### src/rtl/arc4_pkg.sv
// Shared types and constants for the ARC4 decryption engine.
// Optional build macro: ARC4_DROP256_EN (see arc4_decrypt.sv).
package arc4_pkg;

  localparam int KEY_LEN     = 3;
  localparam int SBOX_SIZE   = 256;
  localparam int CYCLES_BASE = 1026;

  // Controller states: set-up, key schedule, length copy, keystream loop.
  typedef enum logic [3:0] {
    ST_IDLE,
    ST_INIT,
    ST_KA,
    ST_KB,
    ST_KC,
    ST_LEN_RD,
    ST_LEN_WR,
    ST_PI,
    ST_PS1,
    ST_PS2,
    ST_PO
  } state_e;

  // Key byte 0 is the most significant byte of the 24-bit key.
  function automatic logic [7:0] key_byte(input logic [23:0] key, input logic [1:0] idx);
    logic [7:0] b;
    case (idx)
      2'd0:    b = key[23:16];
      2'd1:    b = key[15:8];
      default: b = key[7:0];
    endcase
    return b;
  endfunction

endpackage

### src/rtl/arc4_sbox.sv
// 256-byte RC4 state box: one combinational read port, one combinational
// pad port returning S[S[a]+S[b]], one synchronous write port.
module arc4_sbox
  import arc4_pkg::*;
(
  input  logic       clk,
  input  logic [7:0] rd_addr_i,
  output logic [7:0] rd_data_o,
  input  logic [7:0] pad_a_i,
  input  logic [7:0] pad_b_i,
  output logic [7:0] pad_o,
  input  logic       wr_en_i,
  input  logic [7:0] wr_addr_i,
  input  logic [7:0] wr_data_i
);

  // Contents are undefined after reset; the controller always rebuilds them.
  logic [7:0] mem_q [SBOX_SIZE];
  logic [7:0] pad_idx;

  // Single write per cycle from the controller.
  always_ff @(posedge clk) begin
    if (wr_en_i) mem_q[wr_addr_i] <= wr_data_i;
  end

  // Read ports; the index sum wraps modulo 256 by width.
  always_comb begin
    rd_data_o = mem_q[rd_addr_i];
    pad_idx   = mem_q[pad_a_i] + mem_q[pad_b_i];
    pad_o     = mem_q[pad_idx];
  end

endmodule

### src/rtl/arc4_decrypt.sv
// ARC4 decryption engine with a 24-bit key. Reads a length-prefixed
// ciphertext from an external RAM (1-cycle registered read) and writes the
// length-prefixed plaintext to a second external RAM.
// Optional build macro: ARC4_DROP256_EN discards the first 256 keystream
// bytes before decrypting.
module arc4_decrypt
  import arc4_pkg::*;
(
  input  logic        clk,
  input  logic        rst_n,      // active-high asynchronous reset
  input  logic        en,
  output logic        rdy,
  input  logic [23:0] key,
  output logic [7:0]  ct_addr,
  input  logic [7:0]  ct_rddata,
  output logic [7:0]  pt_addr,
  input  logic [7:0]  pt_rddata,
  output logic [7:0]  pt_wrdata,
  output logic        pt_wren
);

  // Handshake: a start is accepted at any rising edge where en and rdy are
  // both 1; rdy drops on that same edge and en is ignored until rdy returns.

  state_e      state_q, state_d;
  logic [7:0]  i_q, i_d;
  logic [7:0]  j_q, j_d;
  logic [7:0]  k_q, k_d;
  logic [7:0]  tmp_q, tmp_d;
  logic [7:0]  len_q, len_d;
  logic [23:0] key_q, key_d;
  logic [1:0]  kidx_q, kidx_d;
`ifdef ARC4_DROP256_EN
  logic        drop_q, drop_d;
`endif

  logic [7:0] sb_rd_addr, sb_rd_data, sb_pad;
  logic       sb_we;
  logic [7:0] sb_wa, sb_wd;

  logic unused_pt_rddata;
  assign unused_pt_rddata = ^pt_rddata;

  arc4_sbox u_sbox (
    .clk       (clk),
    .rd_addr_i (sb_rd_addr),
    .rd_data_o (sb_rd_data),
    .pad_a_i   (i_q),
    .pad_b_i   (j_q),
    .pad_o     (sb_pad),
    .wr_en_i   (sb_we),
    .wr_addr_i (sb_wa),
    .wr_data_i (sb_wd)
  );

  // State and datapath registers.
  always_ff @(posedge clk or posedge rst_n) begin
    if (rst_n) begin
      state_q <= ST_IDLE;
      i_q     <= '0;
      j_q     <= '0;
      k_q     <= '0;
      tmp_q   <= '0;
      len_q   <= '0;
      key_q   <= '0;
      kidx_q  <= '0;
`ifdef ARC4_DROP256_EN
      drop_q  <= 1'b0;
`endif
    end else begin
      state_q <= state_d;
      i_q     <= i_d;
      j_q     <= j_d;
      k_q     <= k_d;
      tmp_q   <= tmp_d;
      len_q   <= len_d;
      key_q   <= key_d;
      kidx_q  <= kidx_d;
`ifdef ARC4_DROP256_EN
      drop_q  <= drop_d;
`endif
    end
  end

  // Next-state logic and S-box port control.
  always_comb begin
    state_d    = state_q;
    i_d        = i_q;
    j_d        = j_q;
    k_d        = k_q;
    tmp_d      = tmp_q;
    len_d      = len_q;
    key_d      = key_q;
    kidx_d     = kidx_q;
`ifdef ARC4_DROP256_EN
    drop_d     = drop_q;
`endif
    sb_rd_addr = i_q;
    sb_we      = 1'b0;
    sb_wa      = i_q;
    sb_wd      = sb_rd_data;

    case (state_q)
      ST_IDLE: begin
        if (en) begin
          key_d   = key;
          i_d     = '0;
          j_d     = '0;
          k_d     = '0;
          kidx_d  = '0;
          state_d = ST_INIT;
        end
      end
      ST_INIT: begin
        sb_we = 1'b1;
        sb_wa = i_q;
        sb_wd = i_q;
        i_d   = i_q + 8'd1;
        if (i_q == 8'hFF) state_d = ST_KA;
      end
      ST_KA: begin
        sb_rd_addr = i_q;
        j_d        = j_q + sb_rd_data + key_byte(key_q, kidx_q);
        tmp_d      = sb_rd_data;
        state_d    = ST_KB;
      end
      ST_KB: begin
        sb_rd_addr = j_q;
        sb_we      = 1'b1;
        sb_wa      = i_q;
        sb_wd      = sb_rd_data;
        state_d    = ST_KC;
      end
      ST_KC: begin
        sb_we   = 1'b1;
        sb_wa   = j_q;
        sb_wd   = tmp_q;
        i_d     = i_q + 8'd1;
        kidx_d  = (kidx_q == 2'(KEY_LEN - 1)) ? 2'd0 : kidx_q + 2'd1;
        state_d = (i_q == 8'hFF) ? ST_LEN_RD : ST_KA;
      end
      ST_LEN_RD: begin
        // ct_addr follows k_q, which is still 0 here.
        state_d = ST_LEN_WR;
      end
      ST_LEN_WR: begin
        len_d = ct_rddata;
        i_d   = '0;
        j_d   = '0;
`ifdef ARC4_DROP256_EN
        drop_d  = 1'b1;
        state_d = ST_PI;
`else
        if (ct_rddata == 8'd0) begin
          state_d = ST_IDLE;
        end else begin
          k_d     = 8'd1;
          state_d = ST_PI;
        end
`endif
      end
      ST_PI: begin
        sb_rd_addr = i_q + 8'd1;
        i_d        = i_q + 8'd1;
        j_d        = j_q + sb_rd_data;
        tmp_d      = sb_rd_data;
        state_d    = ST_PS1;
      end
      ST_PS1: begin
        sb_rd_addr = j_q;
        sb_we      = 1'b1;
        sb_wa      = i_q;
        sb_wd      = sb_rd_data;
        state_d    = ST_PS2;
      end
      ST_PS2: begin
        sb_we   = 1'b1;
        sb_wa   = j_q;
        sb_wd   = tmp_q;
        state_d = ST_PO;
`ifdef ARC4_DROP256_EN
        // i starts at 0 and is bumped once per iteration, so it is back at
        // 0 exactly after the 256th discard iteration.
        if (drop_q) begin
          if (i_q == 8'd0) begin
            drop_d = 1'b0;
            if (len_q == 8'd0) begin
              state_d = ST_IDLE;
            end else begin
              k_d     = 8'd1;
              state_d = ST_PI;
            end
          end else begin
            state_d = ST_PI;
          end
        end
`endif
      end
      ST_PO: begin
        if (k_q == len_q) begin
          k_d     = '0;
          state_d = ST_IDLE;
        end else begin
          k_d     = k_q + 8'd1;
          state_d = ST_PI;
        end
      end
      default: state_d = ST_IDLE;
    endcase
  end

  // Outputs decoded from registered state; k is held from PI through PO.
  always_comb begin
    rdy       = (state_q == ST_IDLE);
    ct_addr   = k_q;
    pt_addr   = k_q;
    pt_wren   = (state_q == ST_LEN_WR) || (state_q == ST_PO);
    pt_wrdata = '0;
    if (state_q == ST_LEN_WR) pt_wrdata = ct_rddata;
    else if (state_q == ST_PO) pt_wrdata = ct_rddata ^ sb_pad;
  end

endmodule

### config.mk
export PLATFORM = sky130hd
export DESIGN_NAME = arc4_decrypt
export DESIGN_NICKNAME = d
export VERILOG_FILES = /design/src/rtl/arc4_pkg.sv /design/src/rtl/arc4_sbox.sv /design/src/rtl/arc4_decrypt.sv
export SDC_FILE = /design/constraint.sdc
export NUM_CORES = 2
export LEC_CHECK = 0
export BUFFER_PORTS_ARGS = -buffer_cell sky130_fd_sc_hd__buf_4
export CAP_MARGIN = 20
export CORE_MARGIN = 2
export CORE_UTILIZATION = 46
export CTS_CLUSTER_SIZE = 30
export DETAILED_ROUTE_END_ITERATION = 7
export PLACE_DENSITY = 0.65
export SLEW_MARGIN = 40
export SYNTH_ARGS = -nofsm -noshare
export SYNTH_HDL_FRONTEND = slang
export SYNTH_HIERARCHICAL = 1
export SYNTH_SLANG_ARGS = --single-unit
### constraint.sdc
create_clock -name clk -period 8.61 [get_ports clk]
set_input_delay 0.861 -clock clk [delete_from_list [all_inputs] [get_ports clk]]
set_output_delay 0.861 -clock clk [all_outputs]
set_load 0.005 [all_outputs]
Word-level counts from Yosys, hierarchy flattened
Memories as Yosys holds them, arrays and structs flattened.
Index checks and enable logic that the tools add are counted.
{ "word_totals": {"register_bits": 70, "mem_bits_rw": 2048, "out_inout_bits": 26, "mem_count": 1} }
{ "op_classes": {"add_sub_neg": 6, "eq_ne": 17, "mux": 25, "n_bitwise": 1, "n_reduce_logical": 19} }
{ "mem_list": {"columns": ["name", "words", "width", "rd", "rd_clocked_by_memory_dff", "wr", "line", "rtl"], "rows": [
  ["u_sbox.mem_q", 256, 8, 4, 0, 1, "arc4_sbox.sv:18", "logic [7:0] mem_q [SBOX_SIZE];"]
]} }
{ "ops": {"columns": ["operator", "count"], "rows": [
  ["2-to-1 mux 8 bit", 7],
  ["case mux 8 bit (2 select lines)", 3],
  ["case mux 8 bit (3 select lines)", 2],
  ["case mux 4 bit (11 select lines)", 1],
  ["case mux 8 bit (4 select lines)", 1],
  ["adder 8 bit", 3],
  ["adder 8 x 1 -> 8 bit (second input constant)", 2],
  ["== test 4 x 3 -> 1 bit (second input constant)", 4],
  ["== test 4 bit (second input constant)", 3],
  ["AND reduction 2 bit", 5],
  ["2-to-1 mux 3 bit", 3],
  ["== test 4 x 2 -> 1 bit (second input constant)", 2],
  ["== test 8 bit", 1],
  ["== test 8 bit (second input constant)", 1],
  ["zero test 8 bit", 1],
  ["2-to-1 mux 4 bit", 2],
  ["XOR 8 bit", 1],
  ["inequality test 2 bit (second input constant)", 3],
  ["nonzero test 3 bit", 2],
  ["OR reduction 2 bit", 3],
  ["OR reduction 5 bit", 1],
  ["== test 4 x 1 -> 1 bit (second input constant)", 1],
  ["zero test 4 bit", 1],
  ["2-to-1 mux 2 bit", 2],
  ["other kinds (11)", 13]
]} }

Depth between registers and ports, before layout
An unclocked memory read counts as a cell.
{ "logic_depth": {"word_depth": 7, "mapped_depth": 27, "depth_no_buf": 22} }

By module
The synthesis kept the hierarchy.
{ "modules_own_cells": {"columns": ["mod", "n_inst", "cells_each", "area_each_um2"], "rows": [
  ["arc4_sbox", 1, 5985, 127548.6],
  ["arc4_decrypt", 1, 481, 4620.7]
]} }

Worst setup path after synthesis
OpenSTA, ideal clock, no wires.
{ "synth_path": {"path_type": "reg-to-output", "start": "register j_q[1]", "end": "output pt_wrdata[0]", "t_arrival_ns": 6.309, "required_ns": 7.749, "slack_ns": 1.440, "path_stages_with_launch": 22, "n_path_buf": 7, "path_cell_list": "dfrtp_1 buf_2 buf_2 clkbuf_1 clkbuf_1 mux4_2 mux4_2 mux4_2 mux4_2 ha_1 clkbuf_1 clkbuf_1 buf_1 mux4_2 mux4_2 mux2i_1 mux2i_1 mux2i_1 mux2i_1 o21ai_0 nand2_1 o21ai_0"} }
{ "synth_between": {"elab_chain_len": 6} }
{ "synth_lines": {"columns": ["element", "line", "rtl"], "rows": [
  ["from (decl)", "arc4_decrypt.sv:27", "logic [7:0] j_q, j_d;"],
  ["from (signal assigned)", "arc4_decrypt.sv:73", "j_q <= j_d;"],
  ["memory read (256 x 8 bit)", null, null],
  ["adder 8 bit *", "arc4_sbox.sv:29", "pad_idx = mem_q[pad_a_i] + mem_q[pad_b_i];"],
  ["memory read (256 x 8 bit)", null, null],
  ["net sb_pad[0]", "arc4_decrypt.sv:37", "logic [7:0] sb_rd_addr, sb_rd_data, sb_pad;"],
  ["XOR 8 bit *", "arc4_decrypt.sv:220", "else if (state_q == ST_PO) pt_wrdata = ct_rddata ^ sb_pad;"],
  ["2-to-1 mux 8 bit *", "arc4_decrypt.sv:220", null],
  ["2-to-1 mux 8 bit *", "arc4_decrypt.sv:219", "if (state_q == ST_LEN_WR) pt_wrdata = ct_rddata;"],
  ["to (decl)", "arc4_decrypt.sv:18", "output logic [7:0] pt_wrdata,"]
]} }
Mark *: on every way through the listed nets, which the timed path passes. The rest lies on a longest branch.

Final worst setup path
{ "layout_path": {"start": "register i_q[0]", "end": "output pt_wrdata[4]"} }
{ "layout_between": {"elab_chain_len": 6} }
{ "layout_lines": {"columns": ["element", "line", "rtl"], "rows": [
  ["from (decl)", "arc4_decrypt.sv:26", "logic [7:0] i_q, i_d;"],
  ["from (signal assigned)", "arc4_decrypt.sv:72", "i_q <= i_d;"],
  ["memory read (256 x 8 bit)", null, null],
  ["adder 8 bit *", "arc4_sbox.sv:29", null],
  ["memory read (256 x 8 bit)", null, null],
  ["net sb_pad[4]", "arc4_decrypt.sv:37", null],
  ["XOR 8 bit *", "arc4_decrypt.sv:220", null],
  ["2-to-1 mux 8 bit *", "arc4_decrypt.sv:220", null],
  ["2-to-1 mux 8 bit *", "arc4_decrypt.sv:219", null]
]} }
Marked as above.

==> metrics.txt <==
# TYPE chip_impl_metric gauge
chip_impl_info{name="startpoint_type",value="register"} 1
chip_impl_metric{name="port_buffers",unit=""} 60
chip_impl_metric{name="final_hold_violating_endpoints",unit=""} 0
chip_impl_metric{name="global_route.usage.total",unit="%"} 31.9
chip_impl_metric{name="cts_max_level",unit=""} 4
chip_impl_metric{name="timing.final.crit_period",unit="ns"} 8.92
chip_impl_metric{name="global_route.overflow_total",unit=""} 0
chip_impl_metric{name="postRouteAntennaNets",unit=""} 0
chip_impl_metric{name="peak_freq",unit="MHz"} 112
chip_impl_metric{name="placedCellCount",unit=""} 10200
chip_impl_metric{name="synthToLayoutAreaGrowth",unit="%"} 14.3
chip_impl_metric{name="dieArea",unit="um^2"} 292000
chip_impl_metric{name="vias_after_detailed_routing",unit=""} 83300
chip_impl_metric{name="synth_cell_area",unit="um^2"} 132000
chip_impl_info{name="synth.area.top_cells",value="sky130_fd_sc_hd__edfxtp_1 47%, sky130_fd_sc_hd__mux4_2 45%, sky130_fd_sc_hd__dfrtp_1 1.3%"} 1
chip_impl_metric{name="async_flop_share",unit="%"} 3.31
chip_impl_metric{name="period_share",unit="%"} 104
chip_impl_metric{name="cts_sinks",unit=""} 2118
chip_impl_metric{name="synthesis.nets",unit=""} 6535
chip_impl_metric{name="wl_per_cell",unit="um"} 43.6
chip_impl_metric{name="timing.setup.tns",unit="ns"} -1.87
chip_impl_metric{name="core-area",unit="um^2"} 285000
chip_impl_metric{name="layout.cells.non_filler",unit=""} 10700
chip_impl_metric{name="floorplan.initialDensity",unit="%"} 46.3
chip_impl_metric{name="clock_latency_reported_for_the_late_side_of_the_worst_skew_pair",unit="ns"} 0.95
chip_impl_metric{name="largest_net_degree_at_the_start_of_global_routing",unit=""} 132
chip_impl_metric{name="finish.net_count",unit=""} 6815
chip_impl_metric{name="slew_viol_final",unit=""} 0
chip_impl_metric{name="ctsLongestPathBuffers",unit=""} 4
chip_impl_metric{name="final_weighted_congestion_in_routability_driven_placement",unit=""} 0.978
chip_impl_info{name="yosys.area.top_type",value="sky130_fd_sc_hd__edfxtp_1"} 1
chip_impl_info{name="synth.top_cells.by_count",value="2633 x sky130_fd_sc_hd__mux4_2, 2048 x sky130_fd_sc_hd__edfxtp_1, 385 x sky130_fd_sc_hd__clkbuf_1"} 1
chip_impl_info{name="clock_tree_from_tritoncts",value="done"} 1
chip_impl_metric{name="crit_required",unit="ns"} 7.75
chip_impl_metric{name="ff2ff_path_depth",unit=""} 24
chip_impl_info{name="crit_path_class",value="reg -> out"} 1
chip_impl_metric{name="final.setup_skew",unit="ns"} 0.0827
chip_impl_info{name="run_status",value="complete, but fails checks"} 1
chip_impl_metric{name="yosys_warnings",unit=""} 6
chip_impl_metric{name="clkSlewWorstSetupHoldPaths",unit="ns"} 0.07
chip_impl_metric{name="cp_max_fanout",unit=""} 13
chip_impl_metric{name="setup_slack",unit="ns"} -0.309
chip_impl_metric{name="syn-instance-count",unit=""} 6466
chip_impl_metric{name="cap_viol_max_count",unit=""} 0
chip_impl_metric{name="tightest_slew",unit="ns"} 1.00
chip_impl_info{name="dominantRegCellSynth",value="sky130_fd_sc_hd__edfxtp_1"} 1
chip_impl_metric{name="final.hold.worst_slack",unit="ns"} 0.0715
chip_impl_metric{name="drive_gt1_share",unit="%"} 58.0
chip_impl_metric{name="timing.slew.headroom",unit="%"} 32.4
chip_impl_metric{name="synth-seq-area-share",unit="%"} 47.9
chip_impl_metric{name="setup-violations-final",unit=""} 8
chip_impl_info{name="synth_most_common_cell",value="sky130_fd_sc_hd__mux4_2"} 1
chip_impl_metric{name="io-pin-count",unit=""} 69
chip_impl_metric{name="firstDrtPassIters",unit=""} 6
chip_impl_metric{name="number_of_flops_mapped_to_enable_cells_by_yosys",unit=""} 2048
chip_impl_metric{name="number_of_global_route_vias_before_repair",unit=""} 80500
chip_impl_metric{name="viasPerCell",unit=""} 7.77
chip_impl_info{name="violations_in_the_final_reports",value="negative setup slack"} 1
chip_impl_metric{name="average_cell_area_after_synthesis",unit="um^2"} 20.4
chip_impl_metric{name="detail_route.iter0.violations",unit=""} 13500
chip_impl_metric{name="grt_antenna_before_repair",unit=""} 29
chip_impl_metric{name="synth.lib_cells_used.distinct",unit=""} 72
chip_impl_metric{name="rows",unit=""} 196
chip_impl_metric{name="post-synth-top-area-fraction",unit="%"} 46.5
chip_impl_metric{name="dp_hpwl",unit="mm"} 315
chip_impl_info{name="holdCritPathClass",value="in -> async"} 1
chip_impl_metric{name="synth_seq_cells",unit=""} 2118
chip_impl_info{name="unrepaired_setup_endpoints_after_global_routing",value="true"} 1
chip_impl_metric{name="chip_height",unit="um"} 540
chip_impl_metric{name="totalWireLength",unit="mm"} 467
chip_impl_metric{name="crit_arrival",unit="ns"} 8.06
chip_impl_metric{name="grt_first_pass_wirelength",unit="mm"} 650
chip_impl_metric{name="die_w",unit="um"} 540
chip_impl_metric{name="cts.hold.buffers_added",unit=""} 0
chip_impl_info{name="clockRootBuffer",value="sky130_fd_sc_hd__clkbuf_16"} 1
chip_impl_metric{name="drc",unit=""} 0
chip_impl_info{name="kind_of_end_point_of_the_critical_path",value="output pin"} 1
chip_impl_metric{name="dp_worst_setup_slack",unit="ns"} 0.0515
chip_impl_metric{name="cts_made_buffers",unit=""} 238
registers in the layout (all words and copies together), names as in the netlist:
register / count
ct_addr: 8
i_q: 8
j_q: 8
key_q: 24
kidx_q: 2
len_q: 8
state_q: 4
tmp_q: 8
u_sbox/mem_q: 2048
placed cells by master, fill, tap and decap left out, types with 10 or more instances in the layout:
cell type	Yosys	layout
sky130_fd_sc_hd__clkbuf_16	0	243
sky130_fd_sc_hd__mux2i_2	0	19
sky130_fd_sc_hd__ha_1	23	22
sky130_fd_sc_hd__bufinv_16	0	34
sky130_fd_sc_hd__and3_1	10	10
sky130_fd_sc_hd__mux4_2	2633	2633
sky130_fd_sc_hd__inv_6	1	11
sky130_fd_sc_hd__nand4_1	14	14
sky130_fd_sc_hd__clkinvlp_4	0	20
sky130_fd_sc_hd__mux2i_1	146	109
sky130_fd_sc_hd__o21ai_2	5	10
sky130_fd_sc_hd__nor2b_1	24	22
sky130_fd_sc_hd__nor2_2	2	121
sky130_fd_sc_hd__a222oi_1	10	10
sky130_fd_sc_hd__nand2_1	75	67
sky130_fd_sc_hd__clkbuf_1	385	28
sky130_fd_sc_hd__nand3_1	38	30
sky130_fd_sc_hd__mux2_2	57	57
sky130_fd_sc_hd__buf_16	0	40
sky130_fd_sc_hd__mux2i_4	0	18
sky130_fd_sc_hd__buf_6	16	35
sky130_fd_sc_hd__o21ai_0	58	42
sky130_fd_sc_hd__buf_12	0	122
sky130_fd_sc_hd__clkinv_1	0	49
sky130_fd_sc_hd__xnor2_1	18	15
sky130_fd_sc_hd__a21oi_1	38	37
sky130_fd_sc_hd__o21ai_1	1	11
sky130_fd_sc_hd__diode_2	0	12
sky130_fd_sc_hd__nor2_1	287	163
sky130_fd_sc_hd__a22oi_1	38	38
sky130_fd_sc_hd__nor3_1	13	13
sky130_fd_sc_hd__nand2b_1	10	10
sky130_fd_sc_hd__inv_1	31	19
sky130_fd_sc_hd__buf_4	23	520
sky130_fd_sc_hd__edfxtp_1	2048	2048
sky130_fd_sc_hd__dfrtp_1	70	58
sky130_fd_sc_hd__clkinv_2	0	49
layer usage:
metal	share of wire (%)	vias up	routed length (um)	track usage (%)
met2	47	7035	218000	49.1
met4	5.5	26	25700	14.1
met1	34	44800	157000	41.5
met5	0.035	-	164	0
met3	14	1106	65400	10.7
li1	-	30300	-	-
area by class of cell:
type                            instances  area [um^2]
Antenna cell                           12         30.0
Clock buffer                          267         6090
Clock inverter                        168         1790
Fill cell                           21800       134000
Inverter                               33          185
Multi-Input combinational cell       3619        66600
Sequential cell                      2118        63300
Tap cell                             3762         4710
Timing Repair Buffer                  736         8310
cells by family (layout without fill, tap and decap cells):
| family | count (synthesis) | in the layout | synth area share (%) |
|---|---|---|---|
| adder cells (fa/ha/maj) | 26 | 26 | 0.263 |
| AND/OR/NAND/NOR | 509 | 509 | 1.70 |
| multiplexers | 2837 | 2837 | 46.5 |
| other | 0 | 12 | 0 |
| XOR/XNOR | 26 | 26 | 0.193 |
| buffers and inverters | 729 | 1204 | 2.39 |
| flip-flops | 2118 | 2118 | 47.9 |
| AO/OA/AOI/OAI | 221 | 221 | 1.14 |
path summary, 6_finish.rpt:
path                            start            to  slack [ns]
max                            i_q[0]  pt_wrdata[4]       -0.31
min                             rst_n     key_q[19]        0.07
max reg2reg                state_q[3]        j_q[7]        0.47
min reg2reg                  key_q[1]      key_q[1]        0.51
max in group asynchronous       rst_n        i_q[4]        7.94
min in group clk               key[5]      key_q[5]        0.15
worst max-delay path, cell delays in order, from the launching register on:
cell	delay (ns)
sky130_fd_sc_hd__dfrtp_4	0.56
sky130_fd_sc_hd__buf_12	0.20
sky130_fd_sc_hd__bufbuf_16	0.35
sky130_fd_sc_hd__mux4_2	0.52
sky130_fd_sc_hd__mux4_2	0.47
sky130_fd_sc_hd__mux4_2	0.59
sky130_fd_sc_hd__mux4_2	0.53
sky130_fd_sc_hd__ha_4	0.19
sky130_fd_sc_hd__inv_2	0.05
sky130_fd_sc_hd__fa_4	0.68
sky130_fd_sc_hd__buf_12	0.18
sky130_fd_sc_hd__buf_16	0.16
sky130_fd_sc_hd__buf_6	0.14
sky130_fd_sc_hd__buf_12	0.12
sky130_fd_sc_hd__mux4_2	0.31
sky130_fd_sc_hd__mux4_2	0.55
sky130_fd_sc_hd__mux2i_4	0.31
sky130_fd_sc_hd__mux2i_2	0.13
sky130_fd_sc_hd__mux2i_2	0.26
sky130_fd_sc_hd__buf_6	0.18
sky130_fd_sc_hd__mux2i_4	0.11
sky130_fd_sc_hd__o21ai_1	0.18
sky130_fd_sc_hd__nand2_1	0.07
sky130_fd_sc_hd__o21ai_1	0.09
sky130_fd_sc_hd__buf_4	0.13
stage by stage:
step,util (%),area [um^2]
floorplan,-,132000
global placement,49.2,140000
detailed placement,49.3,141000
CTS,52.7,151000
global route,52.9,151000
finish,52.9,151000
timing repair:
item                                    in CTS  in global routing
gates cloned                                29                  4
endpoints found under the setup margin       8                  8
pin swaps                                    4                 15
setup buffers                               48                 21
resized for setup                          120                 73
Power is not shown: default switching activity piles up to over one toggle a cycle in this logic, so the estimate is an artifact.
